$ cat config.mk
export PLATFORM = sky130hd
export DESIGN_NAME = instr_fetch
export DESIGN_NICKNAME = d
export VERILOG_FILES = /design/src/rtl/instr_fetch.sv
export SDC_FILE = /design/constraint.sdc
export NUM_CORES = 1
export LEC_CHECK = 0
export ABC_AREA = 1
export BUFFER_PORTS_ARGS = -buffer_cell sky130_fd_sc_hd__buf_2
export CAP_MARGIN = 20
export CORE_UTILIZATION = 53
export CTS_CLUSTER_DIAMETER = 80
export CTS_CLUSTER_SIZE = 16
export DETAILED_ROUTE_END_ITERATION = 6
export PLACE_DENSITY = 0.75
export SYNTH_ARGS = -nofsm -noshare
export SYNTH_HDL_FRONTEND = slang
export SYNTH_SLANG_ARGS = --single-unit
export TNS_END_PERCENT = 5
$ cat constraint.sdc
create_clock -name clk -period 3.28 [get_ports clk]
set_input_delay 0.656 -clock clk [delete_from_list [all_inputs] [get_ports clk]]
set_output_delay 0.656 -clock clk [all_outputs]
set_load 0.01 [all_outputs]
$ cat src/rtl/instr_fetch.sv
// Instruction fetch stage: PC walker, req/ack memory read port and a prefetch FIFO feeding opcode.
// Optional IFETCH_STATS_EN adds saturating fetched/dropped word counters.
module instr_fetch #(
    parameter int                ADDR_W   = 16,
    parameter int                DEPTH    = 4,
    parameter logic [ADDR_W-1:0] RESET_PC = '0
) (
    input  logic              clk,
    input  logic              rst,
    output logic              mem_req,
    output logic [ADDR_W-1:0] mem_addr,
    input  logic              mem_ack,
    input  logic [15:0]       mem_rdata,
    output logic [15:0]       opcode,
    output logic [ADDR_W-1:0] opcode_pc,
    output logic              opcode_valid,
    input  logic              opcode_ready,
    input  logic              redirect,
    input  logic [ADDR_W-1:0] redirect_pc,
    output logic [1:0]        fsm_state
`ifdef IFETCH_STATS_EN
    ,
    output logic [15:0]       stat_fetched,
    output logic [15:0]       stat_dropped
`endif
);

    localparam int PTR_W = $clog2(DEPTH);
    localparam int CNT_W = $clog2(DEPTH + 1);

    typedef enum logic [1:0] {
        IDLE = 2'd0,
        REQ  = 2'd1,
        DROP = 2'd2
    } state_t;

    state_t            state_q, state_d;
    logic [ADDR_W-1:0] fetch_pc_q, fetch_pc_d;
    logic [ADDR_W-1:0] addr_q;
    logic [CNT_W-1:0]  count_q, count_d;
    logic [PTR_W-1:0]  rd_ptr_q, rd_ptr_d;
    logic [PTR_W-1:0]  wr_ptr_q, wr_ptr_d;
    logic [ADDR_W-1:0] pc_mem   [DEPTH];
    logic [15:0]       word_mem [DEPTH];
    logic [15:0]       head_word_q, head_word_d;
    logic [ADDR_W-1:0] head_pc_q, head_pc_d;
    logic              push, pop, room;

    // Handshakes: a memory transfer completes on any cycle with mem_req && mem_ack;
    // an opcode transfer completes on any cycle with opcode_valid && opcode_ready.
    // Redirect wins over both: the returned word and the popped head are discarded.
    assign push = (state_q == REQ) && mem_ack && !redirect;
    assign pop  = opcode_valid && opcode_ready && !redirect;

    assign count_d  = redirect ? '0 : count_q + CNT_W'(push) - CNT_W'(pop);
    assign rd_ptr_d = redirect ? '0 : rd_ptr_q + PTR_W'(pop);
    assign wr_ptr_d = redirect ? '0 : wr_ptr_q + PTR_W'(push);
    // A new request is only issued when its FIFO slot is already guaranteed.
    assign room     = count_d < CNT_W'(DEPTH);

    always_comb begin
        state_d    = state_q;
        fetch_pc_d = fetch_pc_q;
        if (state_q == REQ && mem_ack) begin
            fetch_pc_d = fetch_pc_q + ADDR_W'(1);
        end
        if (redirect) begin
            fetch_pc_d = redirect_pc;
        end
        case (state_q)
            IDLE: begin
                if (room) begin
                    state_d = REQ;
                end
            end
            REQ: begin
                if (redirect && !mem_ack) begin
                    state_d = DROP;
                end else if (mem_ack) begin
                    state_d = room ? REQ : IDLE;
                end
            end
            DROP: begin
                if (mem_ack) begin
                    state_d = REQ;
                end
            end
            default: state_d = IDLE;
        endcase
    end

    // Head of FIFO after this cycle; a word pushed into an empty (or emptying) FIFO bypasses storage.
    always_comb begin
        head_word_d = head_word_q;
        head_pc_d   = head_pc_q;
        if (count_d != '0) begin
            if (push && (wr_ptr_q == rd_ptr_d)) begin
                head_word_d = mem_rdata;
                head_pc_d   = addr_q;
            end else begin
                head_word_d = word_mem[rd_ptr_d];
                head_pc_d   = pc_mem[rd_ptr_d];
            end
        end
    end

    always_ff @(posedge clk or negedge rst) begin
        if (!rst) begin
            state_q     <= IDLE;
            fetch_pc_q  <= RESET_PC;
            addr_q      <= RESET_PC;
            count_q     <= '0;
            rd_ptr_q    <= '0;
            wr_ptr_q    <= '0;
            head_word_q <= '0;
            head_pc_q   <= '0;
        end else begin
            state_q     <= state_d;
            fetch_pc_q  <= fetch_pc_d;
            // In DROP the old address stays on the bus until its ack arrives.
            if (state_d != DROP) begin
                addr_q <= fetch_pc_d;
            end
            count_q     <= count_d;
            rd_ptr_q    <= rd_ptr_d;
            wr_ptr_q    <= wr_ptr_d;
            head_word_q <= head_word_d;
            head_pc_q   <= head_pc_d;
        end
    end

    always_ff @(posedge clk) begin
        if (push) begin
            pc_mem[wr_ptr_q]   <= addr_q;
            word_mem[wr_ptr_q] <= mem_rdata;
        end
    end

    assign mem_req      = (state_q != IDLE);
    assign mem_addr     = addr_q;
    assign opcode       = head_word_q;
    assign opcode_pc    = head_pc_q;
    assign opcode_valid = (count_q != '0);
    assign fsm_state    = state_q;

`ifdef IFETCH_STATS_EN
    logic        discard;
    logic [16:0] drop_sum;

    assign discard = mem_ack && ((state_q == DROP) || (state_q == REQ && redirect));

    always_comb begin
        drop_sum = {1'b0, stat_dropped};
        if (redirect) begin
            drop_sum = drop_sum + 17'(count_q);
        end
        if (discard) begin
            drop_sum = drop_sum + 17'd1;
        end
    end

    always_ff @(posedge clk or negedge rst) begin
        if (!rst) begin
            stat_fetched <= '0;
            stat_dropped <= '0;
        end else begin
            if (pop && (stat_fetched != 16'hFFFF)) begin
                stat_fetched <= stat_fetched + 16'd1;
            end
            stat_dropped <= drop_sum[16] ? 16'hFFFF : drop_sum[15:0];
        end
    end
`endif

endmodule

; After elaboration in Yosys (flattened, before gate mapping)
; Memory sizes are Yosys's and may differ from the RTL's. A register that Yosys moved wholly into a read port is not among the register bits.
; Index checks and enable logic that the tools add are counted.
[word_totals]
register_bits = 41
mem_bits_rw = 128
inputBits = 37
output_inout_bits = 52
wordCells = 43
memories = 2
[op_classes]
n_addsub = 5
magnitude_cmp = 1
n_eq_ne = 3
mux = 13
reduce_logical = 13
[mem_list]
columns = memory, words, width, rd, rd_ports_with_merged_regs, write_ports, line
row1 = pc_mem, 4, 16, 1, 1, 1, 43  ; logic [ADDR_W-1:0] pc_mem [DEPTH];
row2 = word_mem, 4, 16, 1, 1, 1, 44  ; logic [15:0] word_mem [DEPTH];
[op_table]
columns = op, count
row1 = $mux W16, 2
row2 = $add A16 B1 Y16 const B, 1
row3 = $mux W2, 6
row4 = $pmux W2 S3, 1
row5 = $reduce_bool A3 Y1, 2
row6 = $logic_and A1 B1 Y1, 5
row7 = $add A2 B1 Y2, 2
row8 = $logic_not A1 Y1, 4
row9 = $add A3 B1 Y3, 1
row10 = $lt A3 B3 Y1 const B, 1
row11 = $mux W1, 3
row12 = $mux W3, 1
row13 = $sub A3 B1 Y3, 1
row14 = $eq A2 B1 Y1 const B, 1
row15 = $eq A2 B2 Y1 const B, 1
row16 = $logic_not A2 Y1, 1
row17 = $ne A2 B2 Y1 const B, 1
row18 = $reduce_bool A2 Y1, 1

; Logic depth before layout (Yosys ltp)
; Gate-level depths: netlist of the first run.
[depth]
word_depth = 12
ltp_mapped = 17

; Least setup slack after synthesis of the first run
; Ideal clock, no wire load.
[synth_timing]
path_type = input -> register
start = input mem_ack
end = memory pc_mem[2][0] (enable)
arrival_ns = 3.340
required_time_ns = 2.819
path_slack_ns = -0.521
stages = 6
n_path_buf = 0
path_cell_list = inv_2 nor2_2 inv_1 nor2_2 inv_1 nor3_1
[synth_via]
elab_chain_len = 4
[synth_rtl]
columns = element, line
row1 = "start, declared", 12  ; input logic mem_ack,
row2 = $logic_and A1 B1 Y1 (2 in series), 52  ; assign push = (state_q == REQ) && mem_ack && !redirect;
row3 = $mux W1, 133  ; if (push) begin
row4 = $mux W1 (not written as such), 134  ; pc_mem[wr_ptr_q] <= addr_q;
row5 = "end, declared", 43
; No other way between the ends.

; Final worst setup path of the first run
[layout_timing]
start = register state_q[1] (netlist: fsm_state[1])
end = register head_word_q[0] (netlist: opcode[0]) (read register of word_mem)
[layout_via]
elab_chain_len = 7
[layout_rtl]
columns = element, line
row1 = "start, declared", 37  ; state_t state_q, state_d;
row2 = "start signal, assigned", 118  ; state_q <= state_d;
row3 = $eq A2 B1 Y1, 52
row4 = $logic_and A1 B1 Y1 (2 in series), 52
row5 = $add A3 B1 Y3, 55  ; assign count_d = redirect ? '0 : count_q + CNT_W'(push) - CNT_W'(pop);
row6 = $sub A3 B1 Y3, 55
row7 = $mux W3, 55
row8 = $reduce_bool A3 Y1, 96  ; if (count_d != '0) begin
row9 = "end, declared", 45  ; logic [15:0] head_word_q, head_word_d;
; No other way between the ends.
; A chain may end at the register's enable or synchronous reset.

==> metrics.md, run 1 <==
| Metric | Value |
|---|---|
| Status | finished clean |
| Initial antenna violation count | 0 |
| CTS Sinks | 201 |
| Crit path time final | 2710 ps |
| Worst-path clk slew | 70 ps |
| Ant. Diodes | 0 |
| Worst EP required | 3690 ps |
| Core ar. | 16600 um2 |
| Simple-gate share of the synthesized area | 27.8% |
| Htree depth | 1 |
| Reg2reg setup slack | 570 ps |
| NumNets Final | 1023 |
| Clk root buf | clkbuf_16 |
| Met2 usage | 43.9% |
| Worst r2r path cells | 16 |
| Number of global-route vias before repair | 6719 |
| Crit path largest cell delay | 420 ps |
| Crit path DAT | 3120 ps |
| Clock buffer depth | 3 |
| Final WL | 21.7 mm |
| Share of layout cells above drive strength 1 | 15.8% |
| DR vias | 6860 |
| Yosys warnings | 0 |
| Rel. slew slack | 34.7% |
| Port Buffers | 88 |
| Leakage | 4.48 nW |
| Wire length per cell | 17.9 um |
| Async set-or-reset flop fraction in the synthesized netlist | 36.3% |
| Met1 GRT Util | 34.9% |
| First-pass DRT Iterations | 5 |
| Critical path's slowest cell | dfrtp_1 |
| Worst VDD drop | 0.398 mV |
| Delay-heaviest family, CP | simple AND/OR/NAND/NOR gates |
| GRT overflow | 0 |
| GRT Overall Usage | 25.6% |
| Syn nets | 947 |
| Post-synth EDFFs | 128 |
| CTS tree | yes |
| Fin. Hold Viols | 0 |
| Largest net degree at the start of global routing | 74 |
| Maximum clock frequency | 369 MHz |
| Post-Synth Adder-Cell Area | 0.641% |
| Remaining routing DRC violations | 0 |
| Pwr Total | 7.65 mW |
| Worst-Margin Slew | 979 ps |
| Crit-path max FO | 32 |
| HPWL after detailed placement | 13.1 mm |
| Complex-gate fraction of the synthesized area | 1.92% |
| # hold bufs at CTS | 0 |
| Pwr Density | 755 nW/um2 |
| Area Growth Syn to Fin | 13.0% |
| Met3 usage | 2.92% |
| Initial Util | 54.1% |
| RSZ-0062 raised after global routing | false |
| Setup bufs post-CTS | 0 |
| # setup viols final | 0 |
| Max-cap violations | 0 |
| Top FF cell, synth | edfxtp_1 |
| Crit share post-route | 82.5% |
| #FFs+latches synth | 201 |
| WP buf/inv | 4 |
| Gp weighted congestion | 0.840 |
| Crit Path Category | reg2reg |
| Mean Syn Cell Area | 9.90 um2 |
| Sequential-to-total area share from yosys stat | 63.2% |
| Crit path top cell by count | nand2_1 |
| WHS | 341 ps |
| Drt via density | 5.66 |
| Main combinational cell family by area after synthesis | simple AND/OR/NAND/NOR gates |
| First-pass GRT wire length | 35.2 mm |
| Multiplexer area fraction after synthesis | 0% |
| Crit path cell chain | inv_2 > nand2_1 > nor2_2 > inv_1 > nor2_2 > nand2_1 > o21ai_0 > ha_1 > inv_1 > fa_1 > nand3_1 > nand3_1 > nand2_1 > buf_4 > nand3_1 > nand2_1 |
| DR iter-0 viols | 659 |
| CP Launch Type | flop |
| GRT busiest layer | met2 |
| CTS buffer count | 16 |
| Critical Path End Type | flop |
| Synth cell types | 33 |
| Die Span X | 132 um |
| Clk_lat worst skew | 470 ps |
| Reg-to-reg endpoint | opcode[0]$_DFFE_PN0P_ |
| Skew final | 7.30 ps |
| I/O pin count | 89 |
| Antenna Nets Post-Route | 0 |
| Syn Inst Count | 906 |
| Die height | 132 um |
| Post-Synth XOR/XNOR Area | 0.586% |
| FF-to-FF Start | fsm_state[1]$_DFF_PN0_ |
| Std-Cell Rows | 47 |
| Min-Delay Path Class | in2async |
| PostCTS Resize Cnt | 0 |
| Pins Over Slew Limit | 0 |
| Post-Syn Area | 8970 um2 |
| Die ar. | 17500 um2 |
## cell type report
type                       count  area, um2
clock inverter                 1       8.76
sequential                   201       5670
fill                        1384       6450
tap                          220        275
inverter                      64        240
timing repair buffer         114        676
clock buffer                  27        463
multi-input combinational    585       2800
## report_power, final
part           total (mW)  leakage [nW]  switching (mW)  internal, mW
registers            3.47          2.06           0.300          3.17
logic                2.36          2.19            1.57         0.793
clock network        1.82         0.226           0.855         0.970
## state kept, by name, summed over array words and instances, names as in the netlist, 3 cells and up
name	cells
opcode_pc	16
pc_mem	64
mem_addr	16
opcode	16
word_mem	64
count_q	3
fetch_pc_q	16
## layout by cell type (no fill, tap or decap)
master,Yosys,final
a21o_1,2,2
xor2_1,4,4
a21oi_1,2,2
buf_2,34,87
ha_1,3,3
nor3_1,9,5
buf_12,0,3
clkbuf_16,0,17
and2_1,4,4
nand3_1,150,150
nor3_2,0,4
nand3b_1,1,1
nand2_2,2,3
xnor2_1,2,2
nand4_1,72,72
inv_2,4,4
fa_1,1,1
o21ai_0,21,21
nand3_2,3,3
inv_1,60,60
o211ai_1,2,2
clkbuf_1,5,10
o21ai_1,1,1
a21boi_0,1,1
buf_4,2,24
nor2_4,2,2
o21a_1,1,1
nor2_2,3,3
inv_6,0,1
nor2_1,19,19
o21bai_1,1,1
nand2_1,273,272
edfxtp_1,128,128
dfrtp_1,73,73
or2_2,6,6
## per-layer routing
layer	vias to the layer above	wire length, um
met4	0	343
met3	30	1370
met5	-	0
met1	3321	9090
met2	255	10900
li1	3254	-
## logic make-up after synthesis
| kind of cell | count (synthesis) |
|---|---|
| xor gates and xnor gates | 6 |
| adders and majority gates | 4 |
| DFF | 201 |
| AOI/OAI and AO/OA | 31 |
| and+or+nand+nor | 544 |
| buffers and inverters | 120 |
## Yosys cell counts (5+ instances only)
library cell	count	area share, %
buf_1	12	0.50
buf_2	34	1.9
clkbuf_1	5	0.21
dfrtp_1	73	20
edfxtp_1	128	43
inv_1	60	2.5
nand2_1	273	11
nand3_1	150	8.4
nand4_1	72	5.0
nor2_1	19	0.79
nor3_1	9	0.50
o21ai_0	21	1.2
or2_2	6	0.42
## per-stage QoR
stage | instances | util (%) | setup slack [ps] | instance area [um2] | setup TNS (ps)
final | 1212 | 61.1 | 573 | 10100 | 0
after global routing | 1212 | 61.1 | 343 | 10100 | 0
after CTS | 1212 | 61.1 | 581 | 10100 | 0
after detailed placement | 1184 | 58.3 | 346 | 9660 | 0
after global placement | 1184 | 58.3 | 444 | 9660 | 0
after floorplan | 906 | - | -521 | 8970 | -66680
## worst max path at each step
stage,slack [ps],from,end,cells past startpoint
2_1_floorplan,-520,mem_ack,pc_mem[2][0]$_DFFE_PP_,6
3_3_place_gp,440,mem_ack,opcode[15]$_DFFE_PN0P_,16
3_5_place_dp,350,mem_ack,opcode[10]$_DFFE_PN0P_,16
4_1_cts,580,fsm_state[1]$_DFF_PN0_,opcode[0]$_DFFE_PN0P_,16
5_1_grt,340,fsm_state[1]$_DFF_PN0_,opcode[15]$_DFFE_PN0P_,16
6_report,570,fsm_state[1]$_DFF_PN0_,opcode[0]$_DFFE_PN0P_,16
(Power assumes the default switching activity.)
==> run 2, diff against run 1 <==
--- a/config.mk
+++ b/config.mk
@@ -5,7 +5,7 @@
 export SDC_FILE = /design/constraint.sdc
 export NUM_CORES = 1
 export LEC_CHECK = 0
-export ABC_AREA = 1
+export ABC_AREA = 0
 export BUFFER_PORTS_ARGS = -buffer_cell sky130_fd_sc_hd__buf_2
 export CAP_MARGIN = 20
 export CORE_UTILIZATION = 53
==> constraint.sdc (replaced) <==
create_clock -name clk -period 2.2 [get_ports clk]
set_input_delay 0.44 -clock clk [delete_from_list [all_inputs] [get_ports clk]]
set_output_delay 0.44 -clock clk [all_outputs]
set_load 0.01 [all_outputs]
==> metrics.md, run 2 <==
| Metric | Value |
|---|---|
| Reg2reg setup slack | -320 ps (-890 ps) |
| Die Span X | 130 um (-1.3%) |
| Most frequent cells in the layout | 128 x edfxtp_1, 86 x buf_2, 73 x dfrtp_1 |
| CTS buffer count | 16 (unchanged) |
| # setup viols final | 34 (+34) |
| Async set-or-reset flop fraction in the synthesized netlist | 36.3% (unchanged) |
| Yosys top cell area share | 44.0% (+1.2 points) |
| Skew final | 14.9 ps (+7.62 ps) |
| Largest net degree at the start of global routing | 68 (-8.1%) |
| Std-Cell Rows | 46 (-2.1%) |
| Synth cell types | 47 (+42%) |
| GRT overflow | 0 (unchanged) |
| Drt via density | 5.91 (+4.5%) |
| Core ar. | 16000 um2 (-3.5%) |
| Worst-path clk slew | 70 ps (about the same) |
| Top FF cell, synth | edfxtp_1 |
| Share of layout cells above drive strength 1 | 28.0% (+12 points) |
| Wire length per cell | 19.6 um (+9.4%) |
| DR vias | 6007 (-12%) |
| NumNets Final | 832 (-19%) |
| Register area | 5670 um2 (unchanged) |
| CP Launch Type | flop |
| Ant. Diodes | 0 (unchanged) |
| Fin. Hold Viols | 0 (unchanged) |
| Final WL | 19.9 mm (-8.3%) |
| RSZ-0062 raised after global routing | true |
| Dpl cells | 988 (-17%) |
| Maximum clock frequency | 397 MHz (+7.6%) |
| Yosys warnings | 0 (unchanged) |
| Clock buffer depth | 3 (unchanged) |
| Remaining routing DRC violations | 0 (unchanged) |
| Met2 usage | 41.1% (-2.7 points) |
| Min-Delay Path Class | in2reg |
| Setup bufs post-CTS | 0 (unchanged) |
| GRT busiest layer | met2 |
| Clk_lat worst skew | 480 ps (about the same) |
| Crit path time final | 2520 ps (-190 ps) |
| Non-Filler Instances | 1016 (-16%) |
| CTS Sinks | 201 (unchanged) |
| #FFs+latches synth | 201 (unchanged) |
| Pins Over Slew Limit | 0 (unchanged) |
| Critical Path End Type | flop |
| Pwr Density | 1250 nW/um2 (+66%) |
| Crit-path max FO | 32 (unchanged) |
| Multi-input combinational cell area | 2940 um2 (+5.1%) |
| Crit Path Category | reg2reg |
| Yosys top cell by area | edfxtp_1 |
| Biggest registers after layout | pc_mem (64), word_mem (64) |
| Met3 usage | 3.61% (+0.69 points) |
| Syn nets | 729 (-23%) |
| Post-Syn Area | 8730 um2 (-2.7%) |
| Gp weighted congestion | 0.815 (-3.0%) |
| Rel. slew slack | 53.3% (+19 points) |
| Initial Util | 54.6% (+0.47 points) |
| Setup TNS | -9160 ps (-9160 ps) |
| First-pass DRT Iterations | 5 (unchanged) |
| GRT Overall Usage | 24.2% (-1.4 points) |
| Cell Area, Placed | 9840 um2 (+1.8%) |
| CTS tree | yes |
| Syn Inst Count | 688 (-24%) |
| Worst VDD drop | 1.32 mV (+230%) |
| Worst-Margin Slew | 701 ps (-278 ps) |
| Sequential-to-total area share from yosys stat | 64.9% (+1.7 points) |
| Port Buffers | 88 (unchanged) |
| DR iter-0 viols | 586 (-11%) |
| Synth area leaders | edfxtp_1 44%, dfrtp_1 21%, mux2_2 5.8%, o21a_1 2.8%, nor3b_1 2.8% |
| HPWL after detailed placement | 12.4 mm (-5.5%) |
| Worst EP required | 2590 ps (-1100 ps) |
| Met1 GRT Util | 32.2% (-2.7 points) |
| Crit path DAT | 2910 ps (-210 ps) |
| Fillers | 1213 (-12%) |
| Status | complete, but fails checks |
| Die height | 130 um (-1.3%) |
| I/O pin count | 89 (unchanged) |
| Post-synth EDFFs | 128 (unchanged) |
| Die ar. | 17000 um2 (-2.6%) |
| Crit share post-route | 114% (+32 points) |
| Initial antenna violation count | 0 (unchanged) |
| First-pass GRT wire length | 31.3 mm (-11%) |
| Post-synth top cells | 128 x edfxtp_1, 73 x dfrtp_1, 49 x nand2_1 |
| Mean Syn Cell Area | 12.7 um2 (+28%) |
| Htree depth | 1 (unchanged) |
| Antenna Nets Post-Route | 0 (unchanged) |
| Count leader, synth | edfxtp_1 |
| Failing checks | setup timing |
| Leakage | 3.74 nW (-16%) |
| Area Growth Syn to Fin | 18.7% |
| Commonest non-fill, non-tap cell in the layout | edfxtp_1 |
| Final worst slack | -316 ps (-890 ps) |
| Number of global-route vias before repair | 6185 (-7.9%) |
| Max-cap violations | 0 (unchanged) |
| Design area | 10400 um2 (+2.3%) |
| Clk root buf | clkbuf_16 |
-- run 2: cell families after synthesis --
family,after synthesis,share of synthesized area (%)
flops,201,64.9
buf+inv,63,3.05
mux,50,6.43
compound gates,159,11.6
xor+xnor,18,2.05
simple gates,193,11.3
fa+ha+maj,4,0.659
-- run 2: routing by layer --
| metal | share of wire (%) | vias up | routed length (um) |
|---|---|---|---|
| met5 | 0 | - | 0 |
| met2 | 49 | 251 | 9760 |
| met4 | 2.0 | 0 | 395 |
| li1 | - | 2762 | - |
| met3 | 6.5 | 46 | 1290 |
| met1 | 43 | 2948 | 8470 |
-- run 2: report_power, final --
| part | leakage [nW] | switching, mW | internal (mW) |
|---|---|---|---|
| sequential | 2.01 | 0.423 | 4.68 |
| clock | 0.225 | 1.27 | 1.44 |
| combinational | 1.51 | 2.93 | 2.22 |
| total | 3.74 | 4.62 | 8.33 |
-- run 2: worst paths after layout --
| check | end | depth (start not counted) | startpoint |
|---|---|---|---|
| max reg2reg | opcode_pc[12]$_DFFE_PN0P_ | 12 | count_q[1]$_DFF_PN0_ |
| min | word_mem[0][0]$_DFFE_PP_ | 1 | mem_rdata[0] |
| min in group asynchronous | mem_addr[12]$_DFFE_PN0P_ | 2 | rst |
| max | opcode_pc[12]$_DFFE_PN0P_ | 12 | count_q[1]$_DFF_PN0_ |
| min reg2reg | opcode[8]$_DFFE_PN0P_ | 2 | opcode[8]$_DFFE_PN0P_ |
| max in group asynchronous | opcode_pc[3]$_DFFE_PN0P_ | 3 | rst |
-- run 2: layout make-up --
type | count | area share [%]
Clock inverter | 1 | 0.0845
Tap cell | 216 | 2.61
Multi-Input combinational cell | 424 | 28.4
Timing Repair Buffer | 138 | 9.39
Inverter | 10 | 0.362
Sequential cell | 201 | 54.7
Clock buffer | 26 | 4.43
-- run 2: metrics by stage --
stage | utilization, % | hold WS, ps | power, mW | setup slack (ps)
after CTS | 64.6 | 183 | 13.0 | -324
after detailed placement | 61.5 | 400 | 10.3 | -393
final | 64.8 | 191 | 13.0 | -316
after global routing | 64.8 | 183 | 13.6 | -488
after global placement | 61.5 | 389 | 10.0 | -248
after floorplan | - | 144 | 8.36 | -459
-- run 2: critical path, stage by stage (launching register included) --
cell	delay (ps)
dfrtp_1	410
o31ai_4	270
xnor2_1	110
nor2_2	80
ha_1	140
inv_1	50
fa_2	360
xor2_2	170
xnor2_2	160
a31oi_4	220
buf_12	220
nor2_1	70
a31oi_1	160
-- run 2: timing repair --
item	4_1_cts	5_1_grt
pin swaps	2	2
endpoints found under the setup margin	39	40
hold buffers	1	0
endpoints found under the hold margin	27	0
cloned	0	0
resized for setup	3	7
==> run 3, diff against run 2 <==
--- a/config.mk
+++ b/config.mk
@@ -12,7 +12,7 @@
 export CTS_CLUSTER_DIAMETER = 80
 export CTS_CLUSTER_SIZE = 16
 export DETAILED_ROUTE_END_ITERATION = 6
-export PLACE_DENSITY = 0.75
+export PLACE_DENSITY = 0.76
 export SYNTH_ARGS = -nofsm -noshare
 export SYNTH_HDL_FRONTEND = slang
 export SYNTH_SLANG_ARGS = --single-unit
==> metrics.md, run 3 (synthesis results as in run 2) <==
| Metric | Value |
|---|---|
| Share of layout cells above drive strength 1 | 29.0% (+0.98 points) |
| Status | complete, but fails checks |
| Initial antenna violation count | 1 (+1) |
| Crit path DAT | 2970 ps (+60 ps) |
| Area Growth Syn to Fin | 20.7% |
| CP Launch Type | flop |
| Drt via density | 6.03 (+1.9%) |
| Die Span X | 130 um (unchanged) |
| Port Buffers | 88 (unchanged) |
| WP buf/inv | 3 (+1) |
| Leakage | 3.82 nW (+2.1%) |
| Die ar. | 17000 um2 (unchanged) |
| Clk root buf | clkbuf_16 |
| Maximum clock frequency | 389 MHz (-2.2%) |
| Rel. slew slack | 66.8% (+14 points) |
| Fin. Hold Viols | 0 (unchanged) |
| Setup TNS | -11050 ps (-1880 ps) |
| Biggest registers after layout | pc_mem (64), word_mem (64) |
| # setup viols final | 33 (-2.9%) |
| Remaining routing DRC violations | 0 (unchanged) |
| Hold Path Depth | 2 (+1) |
| Crit Path Category | reg2reg |
| DR vias | 6195 (+3.1%) |
| Critical path's slowest cell | dfrtp_1 |
| Crit-path max FO | 16 (-50%) |
| CTS Sinks | 201 (unchanged) |
| Most frequent cells in the layout | 128 x edfxtp_1, 86 x buf_2, 73 x dfrtp_1 |
| NumNets Final | 842 (+1.2%) |
| First-pass GRT wire length | 33.6 mm (+7.4%) |
| Final worst slack | -373 ps (-56.3 ps) |
| Worst-Margin Slew | 493 ps (-208 ps) |
| Failing checks | setup timing |
| Wire length per cell | 21.1 um (+7.9%) |
| Pre-CTS setup slack | -423 ps (-30.2 ps) |
| GRT overflow | 0 (unchanged) |
| Final WL | 21.7 mm (+9.2%) |
| Initial Util | 54.6% (unchanged) |
| First-pass DRT Iterations | 7 (+2) |
| Clock buffer depth | 3 (unchanged) |
| Reg2reg setup slack | -370 ps (-60 ps) |
| Min-Delay Path Class | in2reg |
| HPWL after detailed placement | 12.4 mm (-0.12%) |
| Max-cap violations | 0 (unchanged) |
| Htree depth | 1 (unchanged) |
| Pwr Density | 1290 nW/um2 (+3.1%) |
| Antenna Nets Post-Route | 0 (unchanged) |
| Crit path largest cell delay | 400 ps (about the same) |
| Pwr Total | 13.6 mW (+4.9%) |
| Hold wc startpoint | redirect |
| RSZ-0062 raised after global routing | true |
| GRT Overall Usage | 26.4% (+2.2 points) |
| Reg-to-reg endpoint | opcode[9]$_DFFE_PN0P_ |
| Worst-path clk slew | 70 ps (about the same) |
| Crit share post-route | 117% (+2.6 points) |
| Commonest non-fill, non-tap cell in the layout | edfxtp_1 |
| Clk_lat worst skew | 480 ps (about the same) |
| Core ar. | 16000 um2 (unchanged) |
| Worst EP required | 2590 ps (about the same) |
| Crit path cell chain | o31ai_4 > xnor2_1 > nor2_2 > ha_1 > inv_1 > fa_2 > xor2_2 > xnor2_2 > a31oi_4 > buf_12 > buf_16 > nor2_1 > a31oi_1 |
| DR iter-0 viols | 666 (+14%) |
| Skew final | 13.6 ps (-1.33 ps) |
| Worst VDD drop | 0.927 mV (-30%) |
| CTS buffer count | 16 (unchanged) |
| Delay-heaviest family, CP | compound AO/OA/AOI/OAI gates |
| Number of global-route vias before repair | 6364 (+2.9%) |
| Die height | 130 um (unchanged) |
| I/O pin count | 89 (unchanged) |
| CTS tree | yes |
| Crit path time final | 2570 ps (+56.3 ps) |
| Largest net degree at the start of global routing | 113 (+66%) |
| FF-to-FF Start | count_q[2]$_DFF_PN0_ |
| Gp weighted congestion | 0.864 (+6.0%) |
| Std-Cell Rows | 46 (unchanged) |
| Pins Over Slew Limit | 0 (unchanged) |
| Worst r2r path cells | 13 (+1) |
| Sink of the worst hold path | count_q[0]$_DFF_PN0_ |
| Critical Path End Type | flop |
## run 3: area by class of cell
class                      count  area [um2]
multi-input combinational    424        2950
fill                        1155        5460
clock inverter                 1        8.76
antenna                        1        2.50
sequential                   201        5670
timing repair buffer         148        1140
inverter                      10        37.5
clock buffer                  27         463
tap                          216         270
## run 3: worst max-delay path by stage
stage	startpoint	end	cells past startpoint
5_1_grt	count_q[2]$_DFF_PN0_	opcode[9]$_DFFE_PN0P_	13
4_1_cts	count_q[0]$_DFF_PN0_	opcode_pc[8]$_DFFE_PN0P_	13
6_report	count_q[2]$_DFF_PN0_	opcode[9]$_DFFE_PN0P_	13
2_1_floorplan	redirect	opcode_pc[10]$_DFFE_PN0P_	14
3_3_place_gp	mem_ack	opcode[10]$_DFFE_PN0P_	13
3_5_place_dp	mem_ack	opcode_pc[12]$_DFFE_PN0P_	11
## run 3: per-stage QoR
| stage | instances | hold slack, ps | cell area, um2 | utilization [%] |
|---|---|---|---|---|
| floorplan | 688 | 144 | 8870 | - |
| global placement | 991 | 371 | 9900 | 61.9 |
| detailed placement | 991 | 376 | 9900 | 61.9 |
| CTS | 1026 | 165 | 10500 | 65.8 |
| global route | 1027 | 179 | 10500 | 65.9 |
| finish | 1028 | 181 | 10500 | 65.9 |
## run 3: metal layers
metal | GRT usage (%) | up-vias | share of wire [%]
li1 | - | 2796 | -
met1 | 33.5 | 3110 | 41
met2 | 46.5 | 249 | 50
met3 | 3.53 | 40 | 6.7
met4 | 10.1 | 0 | 2.2
met5 | 0 | - | 0
## run 3: report_power, final
part	switching (mW)	total, mW	internal (mW)
clock	1.28	2.73	1.45
combinational	3.26	5.72	2.46
sequential	0.458	5.13	4.68
total	5.00	13.6	8.58
## run 3: repair_timing
| action | CTS | global route |
|---|---|---|
| pin swaps | 4 | 2 |
| setup endpoints to repair | 37 | 39 |
| buffers inserted | 3 | 2 |
| hold buffers | 1 | 0 |
| cloned | 3 | 0 |
| resized for setup | 8 | 6 |
| endpoints found under the hold margin | 24 | 0 |
